File: config.mk
export PLATFORM = sky130hd
export DESIGN_NAME = gauss_div_sched
export DESIGN_NICKNAME = d
export VERILOG_FILES = /design/src/rtl/gauss_div_sched.sv
export SDC_FILE = /design/constraint.sdc
export NUM_CORES = 1
export LEC_CHECK = 0
export BUFFER_PORTS_ARGS = -buffer_cell sky130_fd_sc_hd__buf_2
export CAP_MARGIN = 30
export CORE_ASPECT_RATIO = 0.7
export CORE_MARGIN = 2
export CORE_UTILIZATION = 40
export DETAILED_ROUTE_END_ITERATION = 12
export PLACE_DENSITY_LB_ADDON = 0.08
export SLEW_MARGIN = 20
export SYNTH_ARGS = -nofsm -noshare
export SYNTH_HDL_FRONTEND = slang
export SYNTH_SLANG_ARGS = --single-unit
File: constraint.sdc
create_clock -name clk -period 3.35 [get_ports clk]
set_input_delay 0.1675 -clock clk [delete_from_list [all_inputs] [get_ports clk]]
set_output_delay 0.1675 -clock clk [all_outputs]
set_load 0.05 [all_outputs]
File: src/rtl/gauss_div_sched.sv
// gauss_div_sched: round-robin scheduler in front of one shared iterative
// restoring divider. It serves N_REQ Gaussian-filter normalisation stages.
//
// Optional feature macro: DIV_ROUND_EN. When it is defined, a one-cycle ROUND
// state rounds the quotient to nearest. The quotient saturates at all ones,
// and rounding is skipped on divide-by-zero.
//
// Ports:
//   clk, rst        rising-edge clock, asynchronous active-high reset
//   req_valid       per-requester request valid
//   req_ready       per-requester accept (combinational, one-hot or zero)
//   req_dividend    requester i operand at [i*WIDTH +: WIDTH]
//   req_divisor     requester i operand at [i*WIDTH +: WIDTH]
//   out_valid       result valid, held until out_ready
//   out_ready       downstream accept
//   out_quotient    quotient
//   out_remainder   truncating remainder
//   out_grant       one-hot tag of the requester that owns the result
//   out_div0        divisor was zero
module gauss_div_sched #(
    parameter int unsigned WIDTH = 15,
    parameter int unsigned N_REQ = 2
) (
    input  logic                     clk,
    input  logic                     rst,
    input  logic [N_REQ-1:0]         req_valid,
    output logic [N_REQ-1:0]         req_ready,
    input  logic [N_REQ*WIDTH-1:0]   req_dividend,
    input  logic [N_REQ*WIDTH-1:0]   req_divisor,
    output logic                     out_valid,
    input  logic                     out_ready,
    output logic [WIDTH-1:0]         out_quotient,
    output logic [WIDTH-1:0]         out_remainder,
    output logic [N_REQ-1:0]         out_grant,
    output logic                     out_div0
);

    localparam int unsigned PTR_W = (N_REQ > 1) ? $clog2(N_REQ) : 1;
    localparam int unsigned CNT_W = (WIDTH > 1) ? $clog2(WIDTH) : 1;

    typedef enum logic [1:0] {
        ST_IDLE  = 2'd0,
        ST_CALC  = 2'd1,
        ST_ROUND = 2'd2,
        ST_DONE  = 2'd3
    } state_t;

    state_t              state_q, state_d;
    logic [PTR_W-1:0]    ptr_q, ptr_d;
    logic [CNT_W-1:0]    cnt_q, cnt_d;
    logic [WIDTH-1:0]    rem_q, rem_d;
    logic [WIDTH-1:0]    quo_q, quo_d;
    logic [WIDTH-1:0]    dvs_q, dvs_d;
    logic [N_REQ-1:0]    grant_q, grant_d;
    logic                div0_q, div0_d;
    logic                out_valid_q, out_valid_d;
    logic [WIDTH-1:0]    out_quo_q, out_quo_d;
    logic [WIDTH-1:0]    out_rem_q, out_rem_d;
    logic [N_REQ-1:0]    out_grant_q, out_grant_d;
    logic                out_div0_q, out_div0_d;

    // Modulo-N_REQ add; both operands are below N_REQ+1, so one subtraction suffices
    function automatic logic [PTR_W-1:0] wrap_add(input int unsigned base, input int unsigned off);
        int unsigned s;
        s = base + off;
        if (s >= N_REQ) s = s - N_REQ;
        return PTR_W'(s);
    endfunction

    // Round-robin pick: first valid requester at or after the pointer
    logic [N_REQ-1:0] pick_oh;
    logic [PTR_W-1:0] pick_idx;
    logic             pick_found;

    always_comb begin
        pick_oh    = '0;
        pick_idx   = '0;
        pick_found = 1'b0;
        for (int unsigned i = 0; i < N_REQ; i++) begin
            if (!pick_found && req_valid[wrap_add(32'(ptr_q), i)]) begin
                pick_found = 1'b1;
                pick_idx   = wrap_add(32'(ptr_q), i);
            end
        end
        if (pick_found) pick_oh[pick_idx] = 1'b1;
    end

    assign req_ready = (state_q == ST_IDLE) ? pick_oh : '0;

    logic             accept;
    logic [WIDTH-1:0] sel_dividend;
    logic [WIDTH-1:0] sel_divisor;

    assign accept       = (state_q == ST_IDLE) && pick_found;
    assign sel_dividend = req_dividend[pick_idx*WIDTH +: WIDTH];
    assign sel_divisor  = req_divisor[pick_idx*WIDTH +: WIDTH];

    // One restoring step; the WIDTH+1 bit compare keeps the bit shifted out of rem
    logic [WIDTH:0]   shifted;
    logic [WIDTH:0]   diff;
    logic             step_ge;
    logic [WIDTH-1:0] step_rem;
    logic [WIDTH-1:0] step_quo;

    assign shifted  = {rem_q, quo_q[WIDTH-1]};
    assign diff     = shifted - {1'b0, dvs_q};
    assign step_ge  = (shifted >= {1'b0, dvs_q});
    assign step_rem = step_ge ? diff[WIDTH-1:0] : shifted[WIDTH-1:0];
    assign step_quo = {quo_q[WIDTH-2:0], step_ge};

`ifdef DIV_ROUND_EN
    // Round to nearest when twice the remainder reaches the divisor, saturating
    logic             round_up;
    logic [WIDTH-1:0] rnd_quo;

    assign round_up = !div0_q && ({rem_q, 1'b0} >= {1'b0, dvs_q});
    assign rnd_quo  = (round_up && (quo_q != {WIDTH{1'b1}})) ? quo_q + WIDTH'(1) : quo_q;
`endif

    // Next-state and datapath control
    always_comb begin
        state_d     = state_q;
        ptr_d       = ptr_q;
        cnt_d       = cnt_q;
        rem_d       = rem_q;
        quo_d       = quo_q;
        dvs_d       = dvs_q;
        grant_d     = grant_q;
        div0_d      = div0_q;
        out_valid_d = out_valid_q;
        out_quo_d   = out_quo_q;
        out_rem_d   = out_rem_q;
        out_grant_d = out_grant_q;
        out_div0_d  = out_div0_q;

        case (state_q)
            ST_IDLE: begin
                if (accept) begin
                    rem_d   = '0;
                    quo_d   = sel_dividend;
                    dvs_d   = sel_divisor;
                    grant_d = pick_oh;
                    div0_d  = (sel_divisor == '0);
                    ptr_d   = wrap_add(32'(pick_idx), 1);
                    cnt_d   = '0;
                    state_d = ST_CALC;
                end
            end
            ST_CALC: begin
                rem_d = step_rem;
                quo_d = step_quo;
                cnt_d = cnt_q + CNT_W'(1);
                if (cnt_q == CNT_W'(WIDTH - 1)) begin
                    cnt_d = '0;
`ifdef DIV_ROUND_EN
                    state_d = ST_ROUND;
`else
                    state_d     = ST_DONE;
                    out_valid_d = 1'b1;
                    out_quo_d   = step_quo;
                    out_rem_d   = step_rem;
                    out_grant_d = grant_q;
                    out_div0_d  = div0_q;
`endif
                end
            end
            ST_ROUND: begin
`ifdef DIV_ROUND_EN
                state_d     = ST_DONE;
                out_valid_d = 1'b1;
                out_quo_d   = rnd_quo;
                out_rem_d   = rem_q;
                out_grant_d = grant_q;
                out_div0_d  = div0_q;
`else
                state_d = ST_IDLE;
`endif
            end
            ST_DONE: begin
                if (out_ready) begin
                    out_valid_d = 1'b0;
                    state_d     = ST_IDLE;
                end
            end
            default: state_d = ST_IDLE;
        endcase
    end

    always_ff @(posedge clk or posedge rst) begin
        if (rst) begin
            state_q     <= ST_IDLE;
            ptr_q       <= '0;
            cnt_q       <= '0;
            rem_q       <= '0;
            quo_q       <= '0;
            dvs_q       <= '0;
            grant_q     <= '0;
            div0_q      <= 1'b0;
            out_valid_q <= 1'b0;
            out_quo_q   <= '0;
            out_rem_q   <= '0;
            out_grant_q <= '0;
            out_div0_q  <= 1'b0;
        end else begin
            state_q     <= state_d;
            ptr_q       <= ptr_d;
            cnt_q       <= cnt_d;
            rem_q       <= rem_d;
            quo_q       <= quo_d;
            dvs_q       <= dvs_d;
            grant_q     <= grant_d;
            div0_q      <= div0_d;
            out_valid_q <= out_valid_d;
            out_quo_q   <= out_quo_d;
            out_rem_q   <= out_rem_d;
            out_grant_q <= out_grant_d;
            out_div0_q  <= out_div0_d;
        end
    end

    assign out_valid     = out_valid_q;
    assign out_quotient  = out_quo_q;
    assign out_remainder = out_rem_q;
    assign out_grant     = out_grant_q;
    assign out_div0      = out_div0_q;

endmodule
## After elaboration in Yosys (flattened, before gate mapping)

Cells that the tools add are included.

- Output and inout port bits: 36
- Register bits after elaboration: 89
- Bits of input ports: 65
- Word-level logic and storage cells: 81

- $mul: 1
- $add $sub $neg: 7
- $lt $le $gt $ge: 8
- Mux-type cells: 30
- Reduce and logical (&&, ||, !) cells: 13
- Eq/ne operators: 7
- Shift operators: 2

Operators with widths:

| operator | number |
|---|---|
| 15-bit one-hot mux with 2 select lines | 2 |
| 30-bit by 6-bit variable part select with 15-bit output | 2 |
| 15-bit two-way mux | 3 |
| 16-bit by 15-bit greater-or-equal comparator with 1-bit output | 1 |
| 15-bit zero test | 1 |
| 15-bit subtractor | 1 |
| 1-bit two-way mux | 14 |
| 2-bit two-way mux | 5 |
| 4-bit two-way mux | 2 |
| 2-bit one-hot mux with 4 select lines | 1 |
| 4-bit one-hot mux with 2 select lines | 1 |
| 1-bit by 2-bit < comparator with 1-bit output, second input constant | 3 |
| 2-bit != test, second input constant | 3 |
| 2-bit AND reduction | 3 |
| 3-bit AND reduction | 2 |
| 1-bit by 4-bit multiplier with 5-bit output, second input constant | 1 |
| 1-bit by 1-bit adder with 2-bit output, second input constant | 2 |
| 4-bit by 1-bit adder with 4-bit output, second input constant | 1 |
| 2-bit equality test, second input constant | 2 |
| 4-bit equality test, second input constant | 1 |
| 2-bit greater-or-equal comparator, second input constant | 2 |
| 2-bit nonzero test | 2 |
| 1-bit logical AND | 3 |
| 1-bit subtractor, second input constant | 3 |
| 7 further kinds | 7 |

## Longest topological paths before layout

Gate-level depths: netlist of run 1.

- Depth after elaboration: 14
- Depth in mapped cells: 10
- Gate-level depth less buffers: 9

## Worst setup path before layout of run 1

Ideal clock, no wire load.

- Kind: reg2reg
- Start point: register quo_q[14]
- End point: register out_rem_q[10], in the netlist out_remainder[10]
- Stages on the path, launching flop included: 11
- Data arrival time: 2.325 ns
- Path buffers: 1
- Library setup time: 0.137 ns
- Period minus slack after synthesis: 2.462 ns
- Slack: 0.888 ns
- Required time: 3.213 ns
- Cell sequence: dfrtp_1 -> inv_1 -> ha_1 -> fa_1 -> nand2b_1 -> a21oi_1 -> o221ai_2 -> a31oi_2 -> buf_6 -> mux2i_1 -> a21oi_1

- Cells in the longest elaborated chain, start to end: 2
- Elaborated cells on any way between the ends: 3
- Classes of those cells: add/sub: 1; order compare: 1; mux: 1

Ends and longest elaborated chain:

| item | RTL line | RTL |
|---|---|---|
| from (decl) | 52 | `logic [WIDTH-1:0] quo_q, quo_d;` |
| from (signal assigned) | 209 | `quo_q <= quo_d;` |
| 15-bit subtractor / 16-bit by 15-bit greater-or-equal comparator with 1-bit output (equally long branches) | 106, 107 |  |
| 15-bit two-way mux * | 108 | `assign step_rem = step_ge ? diff[WIDTH-1:0] : shifted[WIDTH-1:0];` |
| to (signal assigned) | 215 | `out_rem_q <= out_rem_d;` |
| to (decl) | 58 | `logic [WIDTH-1:0] out_rem_q, out_rem_d;` |

Mark *: on every way between the ends. The rest lies on a longest branch, timed or not.
A chain may end at the register's enable or synchronous reset.

## Worst setup path after layout of run 1

- Start point: register quo_q[14]
- End point: register out_rem_q[12], in the netlist out_remainder[12]

Same word-level chain as after synthesis.

==> results_dict.tcl, run 1 <==
set metrics [dict create \
    syn-instance-count 535 \
    n_antenna_cell 0 \
    synth_edf_count 0 \
    min_path_cells 3 \
    cpMaxStageDelayCell "or3_1" \
    arrival_ns 3.08 \
    ctsLongestPathBuffers 2 \
    finalHoldViolations 0 \
    finalClockSkew_ns 0.00468 \
    final.period_utilization_pct 84.0 \
    slew_headroom_pct 39.5 \
    crit_type "register to register" \
    dr.pass1.iters 5 \
    clkLatencyLatePin_ns 0.34 \
    r2r-end "out_remainder[12]$_DFFE_PP0P_" \
    r2r_slack_ns 0.53 \
    postLayoutCoreUtil_pct 49.6 \
    num-nets-final 716 \
    post_dp_cell_area_mm2 0.00558 \
    tns_ns 0 \
    seqCellArea_mm2 0.00223 \
    postRouteAntennaNets 0 \
    async_reset_ff_share_pct 100 \
    max_freq_ghz 0.355 \
    clock-sinks 89 \
    crit_family "compound AO/OA/AOI/OAI gates" \
    ioPinCount 101 \
    final_area_mm2 0.00586 \
    required_ns 3.61 \
    start_util_pct 41.5 \
    io_buffers 100 \
    ys_seq_area_share_pct 45.4 \
    rsz0062_at_grt "false" \
    max_cap_violations 0 \
    startpoint_type "register" \
    grt_pass1_vias 4211 \
    netlist_area_mm2 0.00490 \
    worst-path-max-fanout 13 \
    hold_buffers 1 \
    synthFlopType "dfrtp_1" \
    period_minus_slack_ns 2.82 \
    ys_ff_latch 89 \
    core-area_mm2 0.0118 \
    timing_worst_slew_pin_value_ns 0.906 \
    drive_gt1_share_pct 25.0 \
    endpoint_kind "register" \
    setup_viol 0 \
    r2r_cells 9 \
    die_area_mm2 0.0132 \
    place_congestion 0.864 \
    outcome "finished clean" \
    grt_max_degree 40 \
    route.detailed.drc 0 \
    cts.clk_slew.worst_paths_ns 0.06 \
    worstHoldPathType "input port to register" \
    cts_setup_buffers 0 \
    first_iter_violations 354 \
    synth_area_leaders "dfrtp_1 45%, nand2_1 6.7%, mux2_2 4.8%" \
    numCtsBuffers 9 \
    synth_cell_types 59 \
    globalRouteTotalUtil_pct 21.8 \
    drv_slew 0 \
    syn-num-nets 618 \
    synth_area_per_cell_um2 9.16 \
    fp-row-count 33 \
    antenna_found_initial 0 \
    wl_per_cell_um 17.5 \
    hold_path.startpoint "req_dividend[5]" \
    yosysWarnings 0 \
    num_vias 4396 \
    hpwlAfterDp_um 10100 \
    tritoncts "built" \
    crit_buf_inv 1 \
    die_w_um 136 \
    cts_resized 0 \
    die-height_um 96.6 \
    cts.htree.levels 3 \
    area_delta_synth_final_pct 19.5 \
    worst_r2r_startpoint "quo_q[14]$_DFFE_PP0P_" \
    holdPathEnd "quo_q[5]$_DFFE_PP0P_" \
    grt_pass1_wl_um 22400 \
    vias_per_cell 5.54 \
    worstPathCellList "inv_1 > ha_1 > fa_1 > nand2b_1 > a21oi_1 > o221ai_2 > a31o_1 > or3_1 > a31oi_1" \
    multi_input_area_mm2 0.00245 \
    yosysTopAreaCell "dfrtp_1" \
    synth_top_area_share_pct 45.4 \
    routed_wirelength_um 13900 \
    worst_path_largest_cell_delay_ns 0.47 \
    overflow 0 \
    ctsRootBufferMaster "clkbuf_16" \
    fillers 1197 \
]
==> registers in the layout, summed over array words and instances, names as in the netlist <==
| signal | flops |
|---|---|
| out_quotient | 15 |
| out_grant | 2 |
| state_q | 2 |
| div0_q | 1 |
| grant_q | 2 |
| quo_q | 15 |
| ptr_q | 1 |
| dvs_q | 15 |
| cnt_q | 4 |
| rem_q | 15 |
| out_valid | 1 |
| out_div0 | 1 |
| out_remainder | 15 |
==> cells in the mapped netlist (4+ instances only) <==
cell type  number
mux2i_1        10
a211oi_1        4
mux2_2         21
o211ai_1        4
a21oi_1        23
a22oi_1         6
dfrtp_1        89
ha_1           17
buf_1           5
nor4_1          8
inv_1          29
nor2_1         44
o21ai_1         9
nor3_1          5
nand2_1        88
nand3_1        21
o21ai_0        23
nand4_1         4
clkbuf_1       17
nand2b_1        5
a31oi_1        28
o22ai_1         8
nor2b_1         4
==> cells by family (layout without fill, tap and decap cells) <==
kind of cell / count (synthesis) / count (layout) / synth area share (%)
AO/OA/AOI/OAI: 141 / 141 / 19.2
XOR/XNOR: 6 / 6 / 1.07
adder cells (fa/ha/maj): 18 / 18 / 4.75
buffers and inverters: 56 / 158 / 4.80
flip-flops: 89 / 89 / 45.4
multiplexers: 31 / 31 / 6.87
AND/OR/NAND/NOR: 194 / 194 / 17.8
==> how the worst max path moves through the flow <==
stage | start | endpoint | slack [ns] | cells past startpoint
finish | quo_q[14]$_DFFE_PP0P_ | out_remainder[12]$_DFFE_PP0P_ | 0.53 | 9
CTS | quo_q[14]$_DFFE_PP0P_ | out_remainder[12]$_DFFE_PP0P_ | 0.55 | 9
detailed placement | quo_q[14]$_DFFE_PP0P_ | out_remainder[12]$_DFFE_PP0P_ | 0.56 | 9
global route | quo_q[14]$_DFFE_PP0P_ | out_remainder[12]$_DFFE_PP0P_ | 0.38 | 9
floorplan | rst | cnt_q[0]$_DFFE_PP0P_ | 0.88 | 1
global placement | quo_q[14]$_DFFE_PP0P_ | out_remainder[12]$_DFFE_PP0P_ | 0.67 | 9
==> metal layers <==
layer,routed length [um],GRT usage (%),vias to the layer above,share of wire (%)
li1,-,-,2120,-
met1,7150,34.4,2116,51
met2,5700,29.9,146,41
met3,904,5.24,14,6.5
met4,132,4.33,0,0.95
met5,0,0,-,0
==> per-stage QoR <==
| step | setup slack (ns) | hold slack, ns | std cells |
|---|---|---|---|
| final | 0.534 | 0.0571 | 794 |
| after global routing | 0.381 | 0.0618 | 794 |
| after CTS | 0.546 | 0.0527 | 794 |
| after detailed placement | 0.564 | 0.277 | 778 |
| after global placement | 0.666 | 0.273 | 778 |
| after floorplan | 0.876 | 0.264 | 535 |
==> placed cells by master, fill, tap and decap left out, drive strengths merged, types with 2 or more instances in the layout <==
cell type,netlist,routed
a21o,2,2
a211oi,4,4
nor4,9,9
a21oi,25,25
o22ai,8,8
a31oi,29,29
nand3,21,21
ha,17,17
mux2,21,21
nor2b,4,4
clkinv,0,2
o211ai,4,4
clkbuf,17,13
a311o,2,2
a22o,3,3
o21ai,32,32
inv,29,29
xor2,3,3
nor3,5,5
nor2,44,44
dfrtp,89,89
nor3b,3,3
mux2i,10,10
or3,2,2
nand4,4,4
o311ai,3,3
a22oi,6,6
o221ai,2,2
nand2,90,90
o21a,2,2
xnor2,3,3
buf,10,113
nand2b,5,5
and3,2,2
o31ai,3,3
and2,2,2
a311oi,3,3
a32oi,3,3
==> tightest hold or removal path, delay by kind of cell <==
family                 cells  cell delay (ns)
AOI/OAI and AO/OA          1             0.05
buffers and inverters      1             0.08
and+or+nand+nor            1             0.07
==> area by class of cell <==
| cell class | instances | share of cell area [%] |
|---|---|---|
| Multi-Input combinational cell | 390 | 41.8 |
| Clock inverter | 2 | 0.235 |
| Tap cell | 157 | 3.35 |
| Inverter | 29 | 1.88 |
| Clock buffer | 13 | 4.27 |
| Timing Repair Buffer | 114 | 10.4 |
| Sequential cell | 89 | 38.0 |
Power of run 1 is not shown: default switching activity piles up to over one toggle a cycle in this logic, so the estimate is an artifact.
==> run 2: changes to the inputs <==
--- a/config.mk
+++ b/config.mk
@@ -5,6 +5,7 @@
 export SDC_FILE = /design/constraint.sdc
 export NUM_CORES = 1
 export LEC_CHECK = 0
+export ABC_AREA = 1
 export BUFFER_PORTS_ARGS = -buffer_cell sky130_fd_sc_hd__buf_2
 export CAP_MARGIN = 30
 export CORE_ASPECT_RATIO = 0.7
==> constraint.sdc (replaced) <==
create_clock -name clk -period 2.4 [get_ports clk]
set_input_delay 0.12 -clock clk [delete_from_list [all_inputs] [get_ports clk]]
set_output_delay 0.12 -clock clk [all_outputs]
set_load 0.05 [all_outputs]
==> results_dict.tcl, run 2 <==
set metrics [dict create \
    worst-path-max-fanout 23 \
    multi_input_area_mm2 0.00231 \
    crit_family "simple AND/OR/NAND/NOR gates" \
    clkLatencyLatePin_ns 0.34 \
    seqCellArea_mm2 0.00223 \
    max_cap_violations 0 \
    place_congestion 0.874 \
    peakVddDrop_mv 0.708 \
    r2r_slack_ns 0.21 \
    ioPinCount 101 \
    synth_top_area_share_pct 44.4 \
    tritoncts "built" \
    routed_wirelength_um 14000 \
    slew_headroom_pct 64.6 \
    r2r-end "out_remainder[1]$_DFFE_PP0P_" \
    worstHoldPathType "input port to register" \
    syn-instance-count 674 \
    tns_ns 0 \
    synthSimpleGateAreaFrac_pct 28.0 \
    worstPathCellList "inv_1 > ha_1 > fa_2 > inv_1 > nand2_1 > nand2_1 > nand3_1 > nand3_1 > nand2_2 > nand2_4 > buf_12 > nand2_1 > o211ai_1 > nand2_1" \
    post-place-ws_ns 0.137 \
    final.period_utilization_pct 91.1 \
    grt_pass1_vias 4373 \
    ctsRootBufferMaster "clkbuf_16" \
    worst_r2r_startpoint "quo_q[14]$_DFFE_PP0P_" \
    power.switching_mw 5.54 \
    grt_pass1_wl_um 22600 \
    core-area_mm2 0.0123 \
    clock-sinks 89 \
    pwr_density_cell_mw_per_mm2 1770 \
    min_path_cells 3 \
    num_vias 4593 \
    die_w_um 138 \
    ys_ff_latch 89 \
    io_buffers 100 \
    yosys.area_share.xor_xnor_pct 1.57 \
    n_antenna_cell 0 \
    drive_gt1_share_pct 19.5 \
    fillers 1238 \
    r2r_cells 14 \
    drv_slew 0 \
    synth_area_per_cell_um2 7.45 \
    setup_ws_ns 0.213 \
    postRouteAntennaNets 0 \
    netlist_area_mm2 0.00502 \
    numCtsBuffers 9 \
    die_area_mm2 0.0135 \
    syn-num-nets 757 \
    wl_per_cell_um 14.8 \
    synth_edf_count 0 \
    final_cell_mix "251 x nand2_1, 100 x buf_2, 89 x dfrtp_1" \
    setup_viol 0 \
    synthAdderAreaFrac_pct 4.64 \
    die-height_um 97.7 \
    power_frac_clock_pct 13.3 \
    ys_seq_area_share_pct 44.4 \
    yosysTopAreaCell "dfrtp_1" \
    period_minus_slack_ns 2.19 \
    ctsLongestPathBuffers 2 \
    cts.clk_slew.worst_paths_ns 0.07 \
    dr.pass1.iters 5 \
    rsz0062_at_grt "false" \
    arrival_ns 2.41 \
    p_int_mw 5.22 \
    startpoint_type "register" \
    synth_area_leaders "dfrtp_1 44%, nand2_1 19%, inv_1 6.6%" \
    num-nets-final 863 \
    grt_max_degree 51 \
    switching_share_pct 51.5 \
    crit_buf_inv 3 \
    synth_cell_types 31 \
    synth_top_family_by_area "simple AND/OR/NAND/NOR gates" \
    start_util_pct 40.7 \
    holdPathEnd "quo_q[5]$_DFFE_PP0P_" \
    fp-row-count 34 \
    synthMuxAreaShare_pct 0 \
    cpMaxStageDelayCell "dfrtp_1" \
    area_delta_synth_final_pct 21.1 \
    route.detailed.drc 0 \
    timing_worst_slew_pin_value_ns 0.532 \
    outcome "finished clean" \
    final_common_cell "nand2_1" \
    globalRouteTotalUtil_pct 21.6 \
    synth-compound-area-share_pct 11.8 \
    first_iter_violations 279 \
    cp_common_cell "nand2_1" \
    leakage_nw 3.33 \
    overflow 0 \
    max_freq_ghz 0.457 \
    pwr-share-comb_pct 61.2 \
    finalClockSkew_ns 0.00853 \
    finalHoldViolations 0 \
    seqPwrFrac_pct 25.5 \
    hold_path.startpoint "req_dividend[5]" \
    synth_common_cells "251 x nand2_1, 89 x dfrtp_1, 88 x inv_1" \
    required_ns 2.62 \
    vias_per_cell 4.85 \
    antenna_found_initial 0 \
    crit_type "register to register" \
    hpwlAfterDp_um 10400 \
    cts.htree.levels 3 \
    async_reset_ff_share_pct 100 \
    synth_most_common_cell "nand2_1" \
    worst_path_largest_cell_delay_ns 0.40 \
    endpoint_kind "register" \
    synthFlopType "dfrtp_1" \
    yosysWarnings 0 \
]
-- run 2: changes by cell type after synthesis, sizes merged, moves of 6 or more --
cell    delta
mux2i     -10
nor4       -9
nor2      -18
a31oi     -28
o21ai     +13
clkbuf    -10
inv       +66
nand3     +23
nand2    +167
a22oi      -6
o211ai    +10
buf        +6
mux2      -21
-- run 2: cell type report --
cell class	instances	area share, %
multi-input combinational	467	38.0
sequential	89	36.6
timing repair buffer	118	11.2
inverter	95	5.93
clock buffer	10	3.77
tap	162	3.34
clock inverter	6	1.11
-- run 2: logic make-up (layout without fill, tap and decap cells) --
group / Yosys count / after routing
AOI/OAI and AO/OA: 101 / 101
xor gates and xnor gates: 9 / 9
adders and majority gates: 18 / 18
buffers and inverters: 118 / 229
DFF: 89 / 89
and+or+nand+nor: 339 / 339
-- run 2: per-layer routing --
metal | GRT usage [%] | wire length, um
met5 | 0 | 0
met4 | 4.08 | 132
met2 | 30.9 | 5860
met3 | 4.17 | 496
met1 | 33.8 | 7480
-- run 2: tightest hold or removal path: cells and delay by family --
| family | cells | cell delay (ns) |
|---|---|---|
| buf+inv | 1 | 0.08 |
| compound gates | 1 | 0.07 |
| simple gates | 1 | 0.04 |
-- run 2: power by group through the flow --
stage	Clock (mW)	Sequential (mW)	Combinational (mW)
floorplan	0	3.46	4.20
global placement	0	2.74	6.42
detailed placement	0	2.76	6.51
CTS	1.47	2.74	6.55
global route	1.54	2.84	7.41
finish	1.43	2.75	6.58
-- run 2: repair_timing --
| action | in CTS | in global routing |
|---|---|---|
| hold endpoints to repair | 21 | 0 |
| endpoints found under the setup margin | 0 | 17 |
| setup buffers | 0 | 2 |
| hold buffers | 2 | 0 |
| resized for setup | 0 | 1 |
-- run 2: worst max path at each step --
| stage | from | to | slack, ns | cells past startpoint |
|---|---|---|---|---|
| final | quo_q[14]$_DFFE_PP0P_ | out_remainder[1]$_DFFE_PP0P_ | 0.21 | 14 |
| after global routing | quo_q[14]$_DFFE_PP0P_ | rem_q[0]$_DFFE_PP0P_ | 0.03 | 14 |
| after CTS | quo_q[14]$_DFFE_PP0P_ | out_remainder[1]$_DFFE_PP0P_ | 0.14 | 14 |
| after detailed placement | quo_q[14]$_DFFE_PP0P_ | out_remainder[3]$_DFFE_PP0P_ | 0.14 | 14 |
| after global placement | quo_q[14]$_DFFE_PP0P_ | out_remainder[8]$_DFFE_PP0P_ | 0.21 | 14 |
| after floorplan | quo_q[14]$_DFFE_PP0P_ | out_remainder[5]$_DFFE_PP0P_ | 0.48 | 14 |
-- run 2: through the flow --
stage | power (mW) | hold slack (ns) | area [um2] | utilization (%) | std cells
final | 10.8 | 0.0104 | 6080 | 49.3 | 947
after global routing | 11.8 | 0.0190 | 6080 | 49.3 | 947
after CTS | 10.8 | 0.00168 | 6060 | 49.1 | 945
after detailed placement | 9.27 | 0.189 | 5740 | 46.6 | 927
after global placement | 9.16 | 0.174 | 5740 | 46.6 | 927
after floorplan | 7.66 | 0.226 | 5020 | - | 674
No activity file was read; power rests on OpenSTA's default activity.
==> run 3: changes to the inputs <==
--- a/config.mk
+++ b/config.mk
@@ -9,7 +9,6 @@
 export BUFFER_PORTS_ARGS = -buffer_cell sky130_fd_sc_hd__buf_2
 export CAP_MARGIN = 30
 export CORE_ASPECT_RATIO = 0.7
-export CORE_MARGIN = 2
 export CORE_UTILIZATION = 40
 export DETAILED_ROUTE_END_ITERATION = 12
 export PLACE_DENSITY_LB_ADDON = 0.08
==> results_dict.tcl, run 3 (synthesis gave the netlist of run 2 again) <==
set metrics [dict create \
    outcome "finished clean" \
    grt_max_degree 90 \
    seqPwrFrac_pct 25.1 \
    cts.clk_slew.worst_paths_ns 0.07 \
    power.switching_mw 5.47 \
    area_delta_synth_final_pct 21.4 \
    peakVddDrop_mv 0.824 \
    hold_path.startpoint "req_dividend[6]" \
    start_util_pct 41.9 \
    timing_worst_slew_pin_value_ns 0.513 \
    arrival_ns 2.43 \
    globalRouteTotalUtil_pct 21.8 \
    post-place-ws_ns 0.179 \
    drive_gt1_share_pct 19.2 \
    postRouteAntennaNets 0 \
    required_ns 2.63 \
    critPathLaunch "quo_q[14]$_DFFE_PP0P_" \
    ctsLongestPathBuffers 2 \
    power_frac_clock_pct 14.2 \
    startpoint_type "register" \
    pwr-share-comb_pct 60.6 \
    clkLatencyLatePin_ns 0.34 \
    fp-row-count 33 \
    core-area_mm2 0.0120 \
    overflow 0 \
    antenna_found_initial 0 \
    max_cap_violations 0 \
    num-nets-final 861 \
    n_antenna_cell 0 \
    first_iter_violations 265 \
    cts_setup_buffers 0 \
    vias_per_cell 4.93 \
    max_freq_ghz 0.456 \
    drv_slew 0 \
    io_buffers 100 \
    die-height_um 95.7 \
    die_area_mm2 0.0130 \
    worstHoldPathType "input port to register" \
    tns_ns 0 \
    die_w_um 136 \
    ioPinCount 101 \
    setup_viol 0 \
    cts.htree.levels 3 \
    finalPower_mw 10.8 \
    hpwlAfterDp_um 10200 \
    pwr_density_cell_mw_per_mm2 1780 \
    switching_share_pct 50.4 \
    clock-sinks 89 \
    final_common_cell "nand2_1" \
    routed_wirelength_um 13800 \
    tritoncts "built" \
    final.period_utilization_pct 91.4 \
    ctsRootBufferMaster "clkbuf_16" \
    slew_headroom_pct 65.8 \
    place_congestion 0.896 \
    rsz0062_at_grt "false" \
    numCtsBuffers 9 \
    crit_type "register to register" \
    wl_per_cell_um 14.7 \
    grt_pass1_wl_um 21500 \
    dr.pass1.iters 5 \
    num_vias 4634 \
    period_minus_slack_ns 2.19 \
    setup_ws_ns 0.205 \
    finalClockSkew_ns 0.00586 \
    grt_pass1_vias 4092 \
    postLayoutCoreUtil_pct 50.9 \
    leakage_nw 3.34 \
    route.detailed.drc 0 \
    endpoint_kind "register" \
    worst_r2r_startpoint "quo_q[14]$_DFFE_PP0P_" \
    finalHoldViolations 0 \
    p_int_mw 5.38 \
    fillers 1227 \
    final_cell_mix "251 x nand2_1, 100 x buf_2, 89 x dfrtp_1" \
    worst-path-max-fanout 9 \
]
## run 3: metrics by stage
stage                     cell area, um2  hold WS, ns  instances
after floorplan                     5020        0.226        674
after global placement              5750        0.290        922
after detailed placement            5750        0.306        922
after CTS                           6090      0.00165        940
after global routing                6090       0.0142        940
final                               6090      0.00915        940
## run 3: metal layers
layer / vias to the layer above / share of wire, % / global-route usage, %
li1: 2369 / - / -
met1: 2154 / 53 / 34.6
met2: 100 / 41 / 29.8
met3: 11 / 4.6 / 4.48
met4: 0 / 0.91 / 4.63
met5: - / 0 / 0
## run 3: cell type report
class	instances	area [um2]	share of cell area, %
multi-input cells	467	2310	37.9
flip-flops and latches	89	2230	36.5
repair buffers	116	676	11.1
inverters	95	360	5.91
clock buffers	12	246	4.04
well taps	157	196	3.22
clock inverters	4	76.3	1.25
## run 3: worst paths after layout
kind	to	slack, ns	cells after the start
min	quo_q[6]$_DFFE_PP0P_	0.009	3
min in group asynchronous	out_quotient[12]$_DFFE_PP0P_	0.45	4
max in group asynchronous	quo_q[2]$_DFFE_PP0P_	1.55	4
max	out_remainder[10]$_DFFE_PP0P_	0.21	14
min reg2reg	out_div0$_DFFE_PP0P_	0.47	2
max reg2reg	out_remainder[10]$_DFFE_PP0P_	0.21	14
## run 3: power groups by stage
stage | clock [mW] | sequential [mW] | combinational, mW
floorplan | 0 | 3.46 | 4.20
global placement | 0 | 2.73 | 6.49
detailed placement | 0 | 2.74 | 6.54
CTS | 1.58 | 2.73 | 6.58
global route | 1.63 | 2.82 | 7.43
finish | 1.54 | 2.73 | 6.58
## run 3: repair_timing
| item | in CTS | in global routing |
|---|---|---|
| hold buffers | 2 | 0 |
| resized for setup | 0 | 1 |
| hold endpoints to repair | 90 | 0 |
| endpoints found under the setup margin | 0 | 14 |
## run 3: critical path, cell delays in order, from the launching register on
cell and delay [ns]:
dfrtp_1 0.39, inv_1 0.06, ha_1 0.22, fa_2 0.36, inv_1 0.09, nand2_1 0.05, nand2_1 0.07, nand3_1 0.10
nand3_1 0.13, nand2_2 0.07, nand2_4 0.10, buf_4 0.18, nand3_1 0.11, nand3_1 0.10, nand2_1 0.05
